===== config.mk =====
export PLATFORM = sky130hd
export DESIGN_NAME = wb_commit
export DESIGN_NICKNAME = d
export VERILOG_FILES = /design/src/rtl/wb_commit_pkg.sv /design/src/rtl/wb_trace_fsm.sv /design/src/rtl/wb_commit.sv
export SDC_FILE = /design/constraint.sdc
export NUM_CORES = 1
export LEC_CHECK = 0
export BUFFER_PORTS_ARGS = -buffer_cell sky130_fd_sc_hd__buf_2
export CORE_AREA = 2 2 144 146
export CTS_CLUSTER_DIAMETER = 30
export DETAILED_ROUTE_END_ITERATION = 16
export DIE_AREA = 0 0 146 148
export MAX_ROUTING_LAYER = met4
export PLACE_DENSITY_LB_ADDON = 0.2
export SLEW_MARGIN = 20
export SYNTH_ARGS = -nofsm -noshare
export SYNTH_HDL_FRONTEND = slang
export SYNTH_HIERARCHICAL = 1
export SYNTH_SLANG_ARGS = --single-unit
export TNS_END_PERCENT = 5

===== constraint.sdc =====
create_clock -name clk -period 1.05 [get_ports clk]
set_clock_uncertainty 0.05 [all_clocks]
set_input_delay 0.2625 -clock clk [delete_from_list [all_inputs] [get_ports clk]]
set_output_delay 0.2625 -clock clk [all_outputs]
set_load 0.005 [all_outputs]

===== src/rtl/wb_commit_pkg.sv =====
// Shared types for the writeback/commit stage.
// Slot bundle layout, GPR sizing and trace FSM encoding.
package wb_commit_pkg;

  localparam int GPR_W  = 32;
  localparam int ADDR_W = 5;

  typedef struct packed {
    logic              valid;
    logic [GPR_W-1:0]  pc;
    logic              wen;
    logic [ADDR_W-1:0] dest;
    logic [GPR_W-1:0]  result;
  } slot_t;

  localparam int SLOT_W = $bits(slot_t);

  typedef enum logic [1:0] {
    ST_IDLE = 2'd0,
    ST_C0   = 2'd1,
    ST_C1   = 2'd2
  } wb_state_e;

  function automatic logic slot_writes(
    input logic  ws_valid,
    input slot_t s
  );
    return ws_valid & s.valid & s.wen & (s.dest != '0);
  endfunction

endpackage


===== src/rtl/wb_trace_fsm.sv =====
// Serialized commit sequencer: one slot per cycle, driving the trace port.
// Only instantiated when DEBUG_TRACE_EN is defined.
module wb_trace_fsm
  import wb_commit_pkg::*;
(
  input  logic              clk_i,
  input  logic              rst_ni,
  input  logic              accept_i,
  input  logic              ms0_valid_i,
  input  logic              ms1_valid_i,
  input  slot_t             slot0_i,
  input  slot_t             slot1_i,
  input  logic              wr0_i,
  input  logic              wr1_i,
  output logic              ready_go_o,
  output logic              cmt0_o,
  output logic              cmt1_o,
  output logic [GPR_W-1:0]  dbg_pc_o,
  output logic [3:0]        dbg_wen_o,
  output logic [ADDR_W-1:0] dbg_wnum_o,
  output logic [GPR_W-1:0]  dbg_wdata_o
);

  wb_state_e state_q, state_d;
  wb_state_e start_st;

  always_ff @(posedge clk_i or negedge rst_ni) begin
    if (!rst_ni) state_q <= ST_IDLE;
    else         state_q <= state_d;
  end

  // Entry state for a bundle accepted this cycle.
  always_comb begin
    start_st = ST_IDLE;
    if (accept_i) begin
      if (ms0_valid_i)      start_st = ST_C0;
      else if (ms1_valid_i) start_st = ST_C1;
    end
  end

  always_comb begin
    state_d     = state_q;
    ready_go_o  = 1'b1;
    cmt0_o      = 1'b0;
    cmt1_o      = 1'b0;
    dbg_pc_o    = '0;
    dbg_wen_o   = '0;
    dbg_wnum_o  = '0;
    dbg_wdata_o = '0;
    unique case (state_q)
      ST_IDLE: begin
        state_d = start_st;
      end
      ST_C0: begin
        cmt0_o      = 1'b1;
        ready_go_o  = !slot1_i.valid;
        dbg_pc_o    = slot0_i.pc;
        dbg_wen_o   = {4{wr0_i}};
        dbg_wnum_o  = slot0_i.dest;
        dbg_wdata_o = slot0_i.result;
        state_d     = slot1_i.valid ? ST_C1 : start_st;
      end
      ST_C1: begin
        cmt1_o      = 1'b1;
        dbg_pc_o    = slot1_i.pc;
        dbg_wen_o   = {4{wr1_i}};
        dbg_wnum_o  = slot1_i.dest;
        dbg_wdata_o = slot1_i.result;
        state_d     = start_st;
      end
      default: begin
        state_d = ST_IDLE;
      end
    endcase
  end

endmodule


===== src/rtl/wb_commit.sv =====
// Dual-issue writeback stage; regfile commit, forwarding, trace port.
// Define DEBUG_TRACE_EN for serialized single-slot commit with trace.
module wb_commit
  import wb_commit_pkg::*;
(
  input  logic              clk,
  input  logic              resetn,
  input  logic              ms_to_ws_valid,
  output logic              ws_allowin,
  input  logic              ms0_valid,
  input  logic              ms1_valid,
  input  logic [GPR_W-1:0]  ms0_pc,
  input  logic [GPR_W-1:0]  ms1_pc,
  input  logic              ms0_wen,
  input  logic              ms1_wen,
  input  logic [ADDR_W-1:0] ms0_dest,
  input  logic [ADDR_W-1:0] ms1_dest,
  input  logic [GPR_W-1:0]  ms0_result,
  input  logic [GPR_W-1:0]  ms1_result,
  output logic              rf_we_01,
  output logic [ADDR_W-1:0] rf_waddr_01,
  output logic [GPR_W-1:0]  rf_wdata_01,
  output logic              rf_we_02,
  output logic [ADDR_W-1:0] rf_waddr_02,
  output logic [GPR_W-1:0]  rf_wdata_02,
  output logic              ws_fwd0_valid,
  output logic [ADDR_W-1:0] ws_fwd0_dest,
  output logic [GPR_W-1:0]  ws_fwd0_data,
  output logic              ws_fwd1_valid,
  output logic [ADDR_W-1:0] ws_fwd1_dest,
  output logic [GPR_W-1:0]  ws_fwd1_data,
  output logic [GPR_W-1:0]  debug_wb_pc,
  output logic [3:0]        debug_wb_rf_wen,
  output logic [ADDR_W-1:0] debug_wb_rf_wnum,
  output logic [GPR_W-1:0]  debug_wb_rf_wdata
);

  logic  ws_valid_q, ws_valid_d;
  logic  ws_ready_go;
  logic  accept;
  logic  wr0, wr1;
  slot_t slot0_q, slot0_d;
  slot_t slot1_q, slot1_d;

  assign ws_allowin = !ws_valid_q | ws_ready_go;
  assign accept     = ms_to_ws_valid & ws_allowin;

  always_comb begin
    ws_valid_d = ws_valid_q;
    if (accept)           ws_valid_d = 1'b1;
    else if (ws_ready_go) ws_valid_d = 1'b0;
  end

  always_ff @(posedge clk or negedge resetn) begin
    if (!resetn) ws_valid_q <= 1'b0;
    else         ws_valid_q <= ws_valid_d;
  end

  assign slot0_d = accept ? slot_t'{ms0_valid, ms0_pc, ms0_wen,
                                    ms0_dest, ms0_result}
                          : slot0_q;
  assign slot1_d = accept ? slot_t'{ms1_valid, ms1_pc, ms1_wen,
                                    ms1_dest, ms1_result}
                          : slot1_q;

  // Payload is qualified by ws_valid_q, so no reset needed.
  always_ff @(posedge clk) begin
    slot0_q <= slot0_d;
    slot1_q <= slot1_d;
  end

  assign wr0 = slot_writes(ws_valid_q, slot0_q);
  assign wr1 = slot_writes(ws_valid_q, slot1_q);

  assign rf_waddr_01  = slot0_q.dest;
  assign rf_wdata_01  = slot0_q.result;
  assign rf_waddr_02  = slot1_q.dest;
  assign rf_wdata_02  = slot1_q.result;
  assign ws_fwd0_dest = slot0_q.dest;
  assign ws_fwd0_data = slot0_q.result;
  assign ws_fwd1_dest = slot1_q.dest;
  assign ws_fwd1_data = slot1_q.result;

`ifdef DEBUG_TRACE_EN
  logic cmt0, cmt1;

  wb_trace_fsm u_trace (
    .clk_i       (clk),
    .rst_ni      (resetn),
    .accept_i    (accept),
    .ms0_valid_i (ms0_valid),
    .ms1_valid_i (ms1_valid),
    .slot0_i     (slot0_q),
    .slot1_i     (slot1_q),
    .wr0_i       (wr0),
    .wr1_i       (wr1),
    .ready_go_o  (ws_ready_go),
    .cmt0_o      (cmt0),
    .cmt1_o      (cmt1),
    .dbg_pc_o    (debug_wb_pc),
    .dbg_wen_o   (debug_wb_rf_wen),
    .dbg_wnum_o  (debug_wb_rf_wnum),
    .dbg_wdata_o (debug_wb_rf_wdata)
  );

  // Slot1 stays forwardable until its own C1 commit.
  assign rf_we_01      = wr0 & cmt0;
  assign rf_we_02      = wr1 & cmt1;
  assign ws_fwd0_valid = wr0 & cmt0;
  assign ws_fwd1_valid = wr1 & (cmt0 | cmt1);
`else
  logic unused_pc;

  assign unused_pc         = ^{slot0_q.pc, slot1_q.pc};
  assign ws_ready_go       = 1'b1;
  assign rf_we_01          = wr0;
  assign rf_we_02          = wr1;
  assign ws_fwd0_valid     = wr0;
  assign ws_fwd1_valid     = wr1;
  assign debug_wb_pc       = '0;
  assign debug_wb_rf_wen   = '0;
  assign debug_wb_rf_wnum  = '0;
  assign debug_wb_rf_wdata = '0;
`endif

endmodule


==> results by group, run 1 <==
Layout
  – N_diodes: 0
  – Most frequent cells in the layout: 216 x buf_2, 78 x edfxtp_1, 74 x conb_1
  – Layout area overhead: 16.0%
  – Finished Cell Area: 4760 um2
  – Most common cell after layout, fill and taps aside: buf_2
  – Share of layout cells above drive strength 1: 62.6%
  – Number of fill cells: 2137
  – Multi-input logic area: 333 um2
  – Final core occ: 23.8%
  – Seq. cell area: 2370 um2
  – Nets: 565

Critical path
  – WP data required: 0.74 ns
  – Worst Path Max Fanout: 2
  – Worst setup EP type: output pin
  – Worst setup path end: rf_we_01
  – Crit. Startpoint: rf_waddr_01[2]$_DFFE_PP_
  – WS Path Type: reg -> out
  – Crit path DAT: 1.19 ns
  – Critical Path Source Type: flip-flop

STA
  – Setup_tns: -24.04 ns
  – Tcrit/Tclk final: 144%
  – Post-layout minimum cycle time: 1.51 ns
  – Slew Limit Fails: 0
  – Fmax: 663 MHz
  – RSZ-0062 raised after global routing: true
  – Final hold vios: 0
  – Final Setup Violations: 152
  – Post-route setup slack: -0.457 ns

Power
  – Internal power: 5.91 mW
  – Power density cells: 1650 nW/um2
  – Combinational power share: 12.0%
  – Total power: 7.85 mW
  – Clock Power Share: 38.6%
  – Sequential share of power: 49.4%
  – Switch share: 24.7%
  – Switching power: 1.94 mW
  – Pleak: 2.21 nW
  – VDD IR-drop max: 647 uV

Global routing
  – Largest net degree at the start of global routing: 31
  – Initial antenna violation count: 0
  – First-pass GRT wire length: 11100 um
  – Number of global-route vias before repair: 2014
  – Gr usage total: 7.33%
  – GRT overflow: 0

Synth
  – Synth warn: 6
  – Sequential fraction of the synthesis area: 57.7%
  – Synth unique cells: 8
  – #FFs+latches synth: 79
  – Synth Instances: 313
  – Cell area after synthesis: 4100 um2
  – Syn avg cell area: 13.1 um2

Detailed routing
  – Routed vias: 2119
  – Post-Route WL: 8030 um
  – Vias per std cell: 3.05
  – DR pass1 iterations: 4
  – Remaining DRCs: 0
  – Final ANT Viol Nets: 0
  – Starting DRT DRC Count: 76
  – WL/cell: 11.6 um

Floorplan
  – # IOs: 371
  – Die Area: 21600 um2
  – Die X: 146 um
  – Core area: 20000 um2
  – Die Ht: 148 um
  – Num rows: 52
  – Initial core utilization: 20.5%

Outcome
  – Failing checks: negative setup slack
  – Outcome: finished, violations left

Clock network
  – CTS buffer count: 9
  – Clk Tree Root Cell: clkbuf_16
  – CTS tree: done
  – CTS clk-pin slew, worst paths: 0.07 ns
  – Clock sink total: 79
  – Clock Path Buffers: 2
  – CTS H-Tree Depth: 3

Place
  – Final HPWL DP: 6250 um
  – Placed cell area: 4340 um2
  – Placer's final routability congestion estimate: 0.714
  – Port bufs: 232

Job
  – Maximum Capacitance Violations: 0

Min path
  – Hold/Removal Path Class: in -> reg
cells in the mapped netlist (all sizes together):
cell type  number  area (um2)
buf           224        1680
edfxtp         78        2340
a21oi           2        10.0
conb            2        7.51
nand3           2        10.0
nor2            2        7.51
nor3            2        20.0
dfrtp           1        25.0
per-stage QoR:
stage                     cells  hold WS (ns)  setup WS (ns)
after floorplan             385       -0.0831        -0.0668
after global placement      677      -0.00879         -0.137
after detailed placement    677      -0.00817         -0.140
after CTS                   695        0.0187         -0.515
after global routing        695        0.0181         -0.549
final                       695        0.0420         -0.457
cell type report:
type,count,share of cell area (%)
Tap cell,270,7.10
Clock inverter,6,1.10
Sequential cell,79,49.7
Multi-Input combinational cell,82,6.99
Timing Repair Buffer,248,30.3
Clock buffer,10,4.81
power by group through the flow:
stage,clock [mW],sequential [mW],combinational [mW]
6_report,3.03,3.88,0.944
5_1_grt,3.31,3.91,1.03
4_1_cts,3.18,3.89,0.961
3_5_place_dp,0,3.94,0.883
3_3_place_gp,0,3.94,0.894
2_1_floorplan,0,3.92,0.951
worst min path at each step:
stage / start / endpoint / slack, ns / depth (start not counted)
floorplan: resetn / ws_valid_q$_DFF_PN0_ / -0.08 / 0
global placement: resetn / ws_valid_q$_DFF_PN0_ / -0.009 / 1
detailed placement: resetn / ws_valid_q$_DFF_PN0_ / -0.008 / 1
CTS: ms1_result[7] / rf_wdata_02[7]$_DFFE_PP_ / 0.02 / 1
global route: ms0_result[16] / rf_wdata_01[16]$_DFFE_PP_ / 0.02 / 1
finish: ms0_result[2] / rf_wdata_01[2]$_DFFE_PP_ / 0.04 / 1
registers in the layout, indices dropped and copies added (netlist names):
register and cells:
rf_waddr_01 5, rf_waddr_02 5, slot0_q 2, rf_wdata_01 32, ws_valid_q 1, rf_wdata_02 32, slot1_q 2
per-layer routing:
| metal | vias up | share of wire, % | global-route usage, % |
|---|---|---|---|
| met1 | 968 | 35 | 7.33 |
| li1 | 942 | - | - |
| met2 | 202 | 52 | 12.3 |
| met4 | 0 | 1.9 | 3.79 |
| met5 | - | 0 | - |
| met3 | 7 | 12 | 3.06 |
cell families after synthesis:
kind of cell | count (synthesis) | synth area share (%)
DFF | 79 | 57.7
other | 2 | 0.183
buffers and inverters | 224 | 41.0
and+or+nand+nor | 6 | 0.915
AOI/OAI and AO/OA | 2 | 0.244
critical path: stages, from the launching register on:
cell and delay [ns]:
edfxtp_1 0.38, nor2_1 0.05, buf_4 0.14, a21oi_2 0.16, buf_2 0.13
timing repair:
item / in CTS / in global routing
buffers inserted: 3 / 2
gates cloned: 0 / 0
setup endpoints to repair: 152 / 152
hold buffers: 1 / 0
endpoints found under the hold margin: 1 / 0
resized for setup: 22 / 1
pin swaps: 2 / 2
Power figures use the tool's default switching activity.
==> run 2: changes to the inputs <==
--- a/config.mk
+++ b/config.mk
@@ -11,7 +11,8 @@
 export DETAILED_ROUTE_END_ITERATION = 16
 export DIE_AREA = 0 0 146 148
 export MAX_ROUTING_LAYER = met4
-export PLACE_DENSITY_LB_ADDON = 0.2
+export PLACE_DENSITY_LB_ADDON = 0.1
+export RECOVER_POWER = 100
 export SLEW_MARGIN = 20
 export SYNTH_ARGS = -nofsm -noshare
 export SYNTH_HDL_FRONTEND = slang
==> results by group, run 2 (synthesis results as in run 1) <==
Outcome
  – Outcome: finished, violations left
  – Failing checks: negative setup slack

Place
  – Placed cells: 677
  – Port bufs: 232
  – Placer's final routability congestion estimate: 0.710
  – Final HPWL DP: 6140 um
  – Place WS: -0.164 ns

Floorplan
  – Num rows: 52
  – Die Ht: 148 um
  – Die Area: 21600 um2
  – # IOs: 371
  – Die X: 146 um
  – Initial core utilization: 20.5%
  – Core area: 20000 um2

Layout
  – Most frequent cells in the layout: 211 x buf_2, 78 x edfxtp_1, 74 x conb_1
  – Nets: 566
  – Number of fill cells: 2137
  – Most common cell after layout, fill and taps aside: buf_2
  – Layout area overhead: 16.1%
  – Share of layout cells above drive strength 1: 61.0%
  – Multi-input logic area: 339 um2
  – Seq. cell area: 2370 um2
  – Layout Cells excl Fill: 698

Min path
  – Hold/Removal Path Class: in -> reg
  – WHS Path Cells: 1

Power
  – Clock Power Share: 41.7%
  – Sequential share of power: 47.1%
  – Pleak: 2.20 nW
  – Combinational power share: 11.2%
  – Switching power: 1.88 mW
  – Internal power: 6.35 mW
  – VDD IR-drop max: 663 uV
  – Switch share: 22.8%
  – Power density cells: 1730 nW/um2

Critical path
  – Worst Path Max Fanout: 2
  – Worst setup EP type: output pin
  – Worst-path cell chain: nor3_4 -> a21oi_2 -> buf_2
  – Slowest cell on crit path: edfxtp_1
  – Crit path DAT: 1.21 ns
  – Critical Path Source Type: flip-flop
  – CP peak stage delay: 0.43 ns
  – WP data required: 0.74 ns
  – WS Path Type: reg -> out

STA
  – Final Setup Violations: 174
  – Tcrit/Tclk final: 145%
  – Hold WS: 0.0462 ns
  – Post-layout minimum cycle time: 1.52 ns
  – Final hold vios: 0
  – Post-route setup slack: -0.471 ns
  – RSZ-0062 raised after global routing: true
  – Slew Limit Fails: 0
  – Fmax: 657 MHz

Detailed routing
  – Vias per std cell: 3.05
  – Remaining DRCs: 0
  – Starting DRT DRC Count: 73
  – WL/cell: 11.5 um
  – DR pass1 iterations: 4
  – Final ANT Viol Nets: 0
  – Routed vias: 2127
  – Post-Route WL: 8010 um

Clock network
  – Clk Tree Root Cell: clkbuf_16
  – CTS buffer count: 9
  – CTS clk-pin slew, worst paths: 0.07 ns
  – Clock sink total: 79
  – Clock Path Buffers: 2
  – CTS H-Tree Depth: 3
  – CTS tree: done

Job
  – Maximum Capacitance Violations: 0

Global routing
  – Largest net degree at the start of global routing: 30
  – Gr usage total: 7.26%
  – First-pass GRT wire length: 11000 um
  – Number of global-route vias before repair: 1955
  – GRT overflow: 0
  – Initial antenna violation count: 2
-- run 2: cell types whose count changed in the layout (fill, tap and decap cells not counted), sizes merged --
cell,previous run,this run
bufinv,0,2
clkbuf,10,20
clkinv,1,0
diode,0,2
buf,247,238
inv,3,2
-- run 2: layer usage --
layer	vias to the layer above	GRT usage (%)	share of wire (%)
li1	951	-	-
met1	968	7.79	37
met2	200	11.9	51
met3	8	2.81	10
met4	0	3.35	1.7
met5	-	-	0
-- run 2: worst paths after layout --
path	start	end	slack, ns
max in group asynchronous	resetn	ws_valid_q$_DFF_PN0_	0.65
worst max-delay path	rf_waddr_02[0]$_DFFE_PP_	rf_we_02	-0.47
worst min-delay path	ms1_result[12]	rf_wdata_02[12]$_DFFE_PP_	0.05
min in group asynchronous	resetn	ws_valid_q$_DFF_PN0_	0.19
-- run 2: area by class of cell --
| type | count | share of cell area (%) |
|---|---|---|
| Tap cell | 270 | 7.09 |
| Clock inverter | 6 | 1.94 |
| Clock buffer | 10 | 4.80 |
| Sequential cell | 79 | 49.7 |
| Multi-Input combinational cell | 82 | 7.11 |
| Antenna cell | 2 | 0.105 |
| Timing Repair Buffer | 249 | 29.3 |
-- run 2: worst max-delay path: cells and delay by family, from the launching register on --
kind | cells | cell delay (ns)
AO/OA/AOI/OAI | 1 | 0.09
buffers and inverters | 1 | 0.13
flip-flops | 1 | 0.43
AND/OR/NAND/NOR | 1 | 0.23
-- run 2: repair_timing --
action                     4_1_cts  5_1_grt
buffers inserted                 0        4
gates resized for setup         18        6
hold endpoints to repair         1        0
hold buffers                     1        0
pin swaps                        2        3
setup endpoints to repair      152      152
-- run 2: through the flow --
step                      power, mW  utilization (%)  TNS [ns]  instance area, um2
after floorplan                4.87                -    -0.134                4380
after global placement         4.83             21.6    -0.601                4330
after detailed placement       4.81             21.6    -0.567                4330
after CTS                      8.41             23.8    -27.48                4760
after global routing           8.62             23.8    -34.01                4770
final                          8.23             23.8    -23.73                4770
-- run 2: power groups by stage --
stage	clock [mW]	combinational, mW	sequential [mW]
after floorplan	0	0.951	3.92
after CTS	3.59	0.933	3.88
final	3.43	0.922	3.88
after detailed placement	0	0.872	3.94
after global routing	3.70	1.01	3.91
after global placement	0	0.883	3.94
==> run 3: changes to the inputs <==
--- a/config.mk
+++ b/config.mk
@@ -6,10 +6,10 @@
 export NUM_CORES = 1
 export LEC_CHECK = 0
 export BUFFER_PORTS_ARGS = -buffer_cell sky130_fd_sc_hd__buf_2
-export CORE_AREA = 2 2 144 146
+export CORE_AREA = 2 2 143 145
 export CTS_CLUSTER_DIAMETER = 30
 export DETAILED_ROUTE_END_ITERATION = 16
-export DIE_AREA = 0 0 146 148
+export DIE_AREA = 0 0 145 147
 export MAX_ROUTING_LAYER = met4
 export PLACE_DENSITY_LB_ADDON = 0.1
 export RECOVER_POWER = 100
==> results by group, run 3 (synthesis results as in run 1) <==
Floorplan
  – Die Ht: 147 um
  – Die X: 145 um
  – Core area: 19800 um2
  – Initial core utilization: 20.7%
  – Num rows: 52
  – # IOs: 371
  – Die Area: 21300 um2

STA
  – Final hold vios: 0
  – Fmax: 656 MHz
  – Worst slew margin: 56.9%
  – Setup_tns: -24.06 ns
  – Post-layout minimum cycle time: 1.52 ns
  – Hold WS: 0.0404 ns
  – Least-Margin Pin Slew: 0.646 ns
  – Slew Limit Fails: 0
  – Post-route setup slack: -0.474 ns
  – Final Setup Violations: 152
  – Tcrit/Tclk final: 145%
  – RSZ-0062 raised after global routing: true

Clock network
  – Clock Path Buffers: 2
  – CTS H-Tree Depth: 3
  – CTS buffer count: 9
  – CTS clk-pin slew, worst paths: 0.07 ns
  – Clk Tree Root Cell: clkbuf_16
  – CTS tree: done
  – Clock sink total: 79

Power
  – Pleak: 2.19 nW
  – VDD IR-drop max: 637 uV
  – Total power: 7.77 mW
  – Power density cells: 1640 nW/um2

Layout
  – Nets: 564
  – Layout area overhead: 15.3%
  – Most common cell after layout, fill and taps aside: buf_2
  – Final core occ: 23.8%
  – Layout Cells excl Fill: 696
  – Finished Cell Area: 4730 um2
  – Most frequent cells in the layout: 213 x buf_2, 78 x edfxtp_1, 74 x conb_1
  – Share of layout cells above drive strength 1: 62.0%
  – Number of fill cells: 2105

Outcome
  – Outcome: finished, violations left
  – Failing checks: negative setup slack

Critical path
  – WP data required: 0.74 ns
  – Crit path DAT: 1.21 ns
  – Worst setup EP type: output pin
  – Worst Path Max Fanout: 2
  – WS Path Type: reg -> out
  – Critical Path Source Type: flip-flop

Global routing
  – Number of global-route vias before repair: 1911
  – Largest net degree at the start of global routing: 28
  – First-pass GRT wire length: 11000 um
  – GRT overflow: 0
  – Gr usage total: 7.35%
  – Initial antenna violation count: 2

Detailed routing
  – WL/cell: 11.3 um
  – Remaining DRCs: 0
  – Post-Route WL: 7860 um
  – Vias per std cell: 3.00
  – Routed vias: 2085
  – Final ANT Viol Nets: 0
  – Starting DRT DRC Count: 56
  – DR pass1 iterations: 4

Place
  – Placer's final routability congestion estimate: 0.665
  – Place WS: -0.158 ns
  – Placed cell area: 4340 um2
  – Placed cells: 676
  – Final HPWL DP: 6160 um
  – Port bufs: 232

Min path
  – Hold/Removal Path Class: in -> reg
  – WHS Path Cells: 1

Job
  – Maximum Capacitance Violations: 0
==> run 3: path summary, 6_finish.rpt <==
kind	from	to	slack, ns
max	rf_waddr_02[1]$_DFFE_PP_	ws_fwd1_valid	-0.47
min	ms0_result[5]	rf_wdata_01[5]$_DFFE_PP_	0.04
max in group asynchronous	resetn	ws_valid_q$_DFF_PN0_	0.68
min in group asynchronous	resetn	ws_valid_q$_DFF_PN0_	0.19
==> run 3: repair_timing <==
action,CTS,global route
gates resized for setup,25,2
hold buffers,1,0
setup endpoints to repair,152,152
buffers inserted,4,1
hold endpoints to repair,1,0
pin swaps,2,0
==> run 3: metal layers <==
metal	up-vias	wire length (um)	GRT usage, %
met4	0	142	3.56
li1	947	-	-
met5	-	0	-
met1	938	2720	7.46
met3	10	990	3.42
met2	190	4010	12.0
==> run 3: power by group <==
| part | switching [mW] | leakage [nW] | internal [mW] |
|---|---|---|---|
| clock | 1.35 | 0.134 | 1.62 |
| combinational | 0.412 | 1.28 | 0.509 |
| sequential | 0.130 | 0.775 | 3.75 |
| total | 1.89 | 2.19 | 5.88 |
==> run 3: area by class of cell <==
cell class                 count  area, um2  area share (%)
antenna                        2       5.00           0.106
tap                          270        338            7.14
sequential                    79       2370            50.0
timing repair buffer         247       1410            29.8
clock buffer                   9        225            4.76
clock inverter                 7       55.1            1.16
multi-input combinational     82        333            7.04
==> run 3: worst max-delay path: stages (launching register included) <==
cell and delay [ns]:
edfxtp_1 0.41, nor3_2 0.25, a21oi_2 0.08, buf_2 0.13
